File: src/rtl/reg_write_ctrl.sv
// Switch-driven write controller for the register bank: debounces a key press, reads the target
// register, merges the switch byte into one lane and issues a single-cycle write strobe.
module reg_write_ctrl #(
  parameter int unsigned DATA_W          = 16,
  parameter int unsigned ADDR_W          = 4,
  parameter int unsigned DEBOUNCE_CYCLES = 500000
) (
  input  logic              clk,
  input  logic              reset,
  input  logic              key_n,
  input  logic [ADDR_W-1:0] sw_addr,
  input  logic [7:0]        sw_byte,
  input  logic              sw_hi,
  output logic [ADDR_W-1:0] rd_addr,
  input  logic [DATA_W-1:0] rd_data,
  output logic              wr_en,
  output logic [ADDR_W-1:0] wr_addr,
  output logic [DATA_W-1:0] wr_data,
  output logic              busy,
  output logic [7:0]        write_count
);

  localparam int unsigned CntW = $clog2(DEBOUNCE_CYCLES);
  localparam logic [CntW-1:0] CntMax = CntW'(DEBOUNCE_CYCLES - 1);

  typedef enum logic [2:0] {
    StIdle,
    StDebounce,
    StRead1,
    StRead2,
    StWrite,
    StRelease
  } state_e;

  state_e state_q, state_d;
  logic [CntW-1:0] cnt_q, cnt_d;
  logic key_m, key_s;
  logic [7:0] hold_byte;
  logic hold_hi;
  logic capture, load_wr, inc_count;
  logic [DATA_W-1:0] merged;

  // Two-flop synchronizer; idles released so reset never looks like a press.
  always_ff @(posedge clk or posedge reset) begin
    if (reset) begin
      key_m <= 1'b1;
      key_s <= 1'b1;
    end else begin
      key_m <= key_n;
      key_s <= key_m;
    end
  end

  always_comb begin
    state_d   = state_q;
    cnt_d     = cnt_q;
    capture   = 1'b0;
    load_wr   = 1'b0;
    inc_count = 1'b0;
    unique case (state_q)
      StIdle: begin
        if (!key_s) begin
          state_d = StDebounce;
          cnt_d   = CntW'(1);
        end
      end
      StDebounce: begin
        if (key_s) begin
          state_d = StIdle;
          cnt_d   = '0;
        end else if (cnt_q == CntMax) begin
          state_d = StRead1;
          cnt_d   = '0;
          capture = 1'b1;
        end else begin
          cnt_d = cnt_q + CntW'(1);
        end
      end
      StRead1: state_d = StRead2;
      StRead2: begin
        state_d = StWrite;
        load_wr = 1'b1;
      end
      StWrite: begin
        state_d   = StRelease;
        inc_count = 1'b1;
      end
      StRelease: begin
        if (!key_s) begin
          cnt_d = '0;
        end else if (cnt_q == CntMax) begin
          state_d = StIdle;
          cnt_d   = '0;
        end else begin
          cnt_d = cnt_q + CntW'(1);
        end
      end
      default: begin
        state_d = StIdle;
        cnt_d   = '0;
      end
    endcase
  end

  always_comb begin
    merged = rd_data;
    if (hold_hi) merged[DATA_W-1 -: 8] = hold_byte;
    else         merged[7:0]           = hold_byte;
  end

  // rd_addr doubles as the captured-address holding register.
  always_ff @(posedge clk or posedge reset) begin
    if (reset) begin
      state_q     <= StIdle;
      cnt_q       <= '0;
      hold_byte   <= '0;
      hold_hi     <= 1'b0;
      rd_addr     <= '0;
      wr_addr     <= '0;
      wr_data     <= '0;
      write_count <= '0;
    end else begin
      state_q <= state_d;
      cnt_q   <= cnt_d;
      if (capture) begin
        hold_byte <= sw_byte;
        hold_hi   <= sw_hi;
        rd_addr   <= sw_addr;
      end
      if (load_wr) begin
        wr_addr <= rd_addr;
        wr_data <= merged;
      end
      if (inc_count) write_count <= write_count + 8'd1;
    end
  end

  assign wr_en = (state_q == StWrite);
  assign busy  = (state_q != StIdle);

endmodule

File: config.mk
export PLATFORM = sky130hd
export DESIGN_NAME = reg_write_ctrl
export DESIGN_NICKNAME = d
export VERILOG_FILES = /design/src/rtl/reg_write_ctrl.sv
export SDC_FILE = /design/constraint.sdc
export NUM_CORES = 1
export LEC_CHECK = 0
export ABC_AREA = 0
export CAP_MARGIN = 5
export CORE_ASPECT_RATIO = 1.2
export CORE_MARGIN = 5
export CORE_UTILIZATION = 55
export DETAILED_ROUTE_END_ITERATION = 8
export HOLD_SLACK_MARGIN = 0.06
export PLACE_DENSITY_LB_ADDON = 0.1
export SLEW_MARGIN = 10
export SYNTH_ARGS = -nofsm -noshare
export SYNTH_HDL_FRONTEND = slang
export SYNTH_SLANG_ARGS = --single-unit
export TNS_END_PERCENT = 5
File: constraint.sdc
create_clock -name clk -period 3.5 [get_ports clk]
set_input_delay 0.7 -clock clk [delete_from_list [all_inputs] [get_ports clk]]
set_output_delay 0.7 -clock clk [all_outputs]
set_load 0.005 [all_outputs]
==> flow_metrics.env <==
export IMPL_synth_top_area_share_pct=50.1
export IMPL_path_cells="nor3b_1 > clkdlybuf4s50_1"
export IMPL_vias_per_cell=5.73
export IMPL_hold_path_class="reg -> reg"
export IMPL_synth_edf_count=0
export IMPL_clk_latency_ns=0.34
export IMPL_cp_end_kind="output pin"
export IMPL_path_buf_inv=1
export IMPL_fmaxAchievable_ghz=0.371
export IMPL_critPathRequiredTime_ns=2.80
export IMPL_synth_nets=326
export IMPL_port_buffers=65
export IMPL_nFillCells=427
export IMPL_initial_core_util_pct=56.2
export IMPL_synth_seq_area_share_pct=51.8
export IMPL_cap_violations=0
export IMPL_pin_count=66
export IMPL_synthTopCellsByArea="dfrtp_1 50%, mux2i_1 7.0%, mux2_4 4.8%, nand2_1 3.7%, o21ai_0 3.5%"
export IMPL_post_synth_cell_area_avg_um2=10.8
export IMPL_cts_buffers=9
export IMPL_cpMaxStageDelayCell="clkdlybuf4s50_1"
export IMPL_cpPeakStageDelay_ns=0.62
export IMPL_cts_clk_slew_worst_paths_ns=0.06
export IMPL_ir_drop_mv=0.324
export IMPL_fp_dieH_um=92.8
export IMPL_vias=2447
export IMPL_area_growth_synth_to_final_pct=29.4
export IMPL_antennaDiodeCount=0
export IMPL_drive_above_1_share_pct=12.9
export IMPL_grt_usage_pct=20.4
export IMPL_worst_slew_pin_slew_ns=1.03
export IMPL_ctsRootBufferMaster="clkbuf_8"
export IMPL_cts_hold_buf=0
export IMPL_drc_errors=0
export IMPL_cp_top_family="buffers and inverters"
export IMPL_dpl_instance_area_um2=3840
export IMPL_routed_wl_mm=7.02
export IMPL_design_area_um2=4070
export IMPL_gp_congestion=0.879
export IMPL_status="finished clean"
export IMPL_wire_per_inst_um=16.4
export IMPL_yosys_area_top_type="dfrtp_1"
export IMPL_arrival_ns=2.00
export IMPL_grt_pass1_wl_mm=11.6
export IMPL_dr_pass1_iters=4
export IMPL_grt_ovfl_total=0
export IMPL_final_core_util_pct=72.8
export IMPL_clock_sinks=65
export IMPL_drt_iter0_markers=144
export IMPL_syn_area_um2=3150
export IMPL_worstSetupPathType="reg -> out"
export IMPL_dieArea_um2=7340
export IMPL_finalSetupTns_ns=0
export IMPL_rows=30
export IMPL_antenna_left=0
export IMPL_fp_dieW_um=79.0
export IMPL_synthArstFlopShare_pct=100
export IMPL_period_share_pct=77.1
export IMPL_p_leak_nw=1.84
export IMPL_p_per_area_nw_per_um2=389
export IMPL_worstPathMaxFanout=12
export IMPL_critPathLaunchType="register"
export IMPL_setup_violations=0
export IMPL_clock_skew_final_ns=0.0110
export IMPL_synth_cell_types=47
export IMPL_fin_crit_ns=2.70
export IMPL_cts_resized=0
export IMPL_hold_viol=0
export IMPL_postCtsSetupBuffers=0
export IMPL_rsz0062_at_grt="no"
export IMPL_synth_seq_cells=65
export IMPL_fin_nets=392
export IMPL_max_slew_margin_rel_pct=31.0
export IMPL_hpwl_mm=4.97
export IMPL_fin_cells=427
export IMPL_maxSlewViolCount=0
export IMPL_grt_start_max_net_pins=37
export IMPL_grt_pass1_vias=2342
export IMPL_cts_tree="built"
export IMPL_ys_flop_type="dfrtp_1"
export IMPL_holdWs_ns=0.356
export IMPL_yosysWarningCount=0
export IMPL_core_um2=5590
export IMPL_h_tree_depth=3
export IMPL_clk_path_buf_depth=2
export IMPL_placed_cells=411
export IMPL_netlist_instances=292
export IMPL_antenna_found_initial=0
-- layer usage --
layer | track usage (%) | share of wire [%]
met5 | 0 | 0
met4 | 6.59 | 1.2
met3 | 5.35 | 5.8
met2 | 33.1 | 48
met1 | 26.5 | 45
-- worst paths after layout --
| kind | slack [ns] | cells past startpoint | end | startpoint |
|---|---|---|---|---|
| max in group asynchronous | 2.01 | 3 | key_m | reset |
| worst max register to register | 1.01 | 6 | hold_byte[4] | cnt_q[0] |
| worst max-delay path | 0.80 | 2 | wr_en | state_q[0] |
| worst min-delay path | 0.36 | 0 | key_s | key_m |
| worst min register to register | 0.36 | 0 | key_s | key_m |
| min in group asynchronous | 0.75 | 2 | write_count[5] | reset |
-- kinds of logic after synthesis --
kind of cell	share of synthesized area [%]
multiplexers	14.6
buffers and inverters	2.90
adder cells (fa/ha/maj)	0.795
AND/OR/NAND/NOR	16.9
flip-flops	51.8
AO/OA/AOI/OAI	10.1
XOR/XNOR	2.78
-- sequential cells by signal, indices dropped and copies added (netlist names) --
name,flops
write_count,8
wr_addr,4
state_q,3
key_s,1
cnt_q,19
rd_addr,4
key_m,1
wr_data,16
hold_byte,8
hold_hi,1
-- stage by stage --
| stage | total power (W) | setup slack (ns) |
|---|---|---|
| 2_1_floorplan | 0.000847 | 1.18 |
| 3_3_place_gp | 0.000902 | 1.08 |
| 3_5_place_dp | 0.000905 | 1.04 |
| 4_1_cts | 0.00160 | 0.769 |
| 5_1_grt | 0.00165 | 0.668 |
| 6_report | 0.00158 | 0.801 |
-- synthesized netlist by cell type (all sizes together) (6+ instances only) --
library cell / count
dfrtp: 63
nand2: 32
mux2i: 22
o21ai: 22
nand3: 19
mux2: 18
a21oi: 14
clkbuf: 10
nor2: 9
inv: 8
nand4: 6
nor3: 6
or3: 6
-- cells in the final DEF (no fill, tap or decap), types with 7 or more instances in the layout --
master / instances
nand2_1: 31
a21oi_1: 14
clkbuf_8: 13
mux2i_1: 22
inv_1: 7
nor2_1: 9
mux2_4: 10
nand3_1: 19
o21ai_0: 22
dfrtp_1: 63
clkdlybuf4s50_1: 65
mux2_2: 8
-- power breakdown --
group	switching (W)	leakage, nW	internal, W
Clock	0.000285	0.112	0.000408
Sequential	0.0000178	0.782	0.000764
Combinational	0.0000438	0.944	0.0000650
Total	0.000346	1.84	0.00124
-- final cells by class --
| class | count | area (µm²) | share of cell area [%] |
|---|---|---|---|
| clock buffer | 13 | 179 | 4.40 |
| inverter | 8 | 30.0 | 0.738 |
| tap | 64 | 80.1 | 1.97 |
| timing repair buffer | 69 | 681 | 16.7 |
| sequential | 65 | 1630 | 40.0 |
| clock inverter | 3 | 46.3 | 1.14 |
| multi-input combinational | 205 | 1430 | 35.0 |
Note: power is estimated with default switching activity, not from simulation.
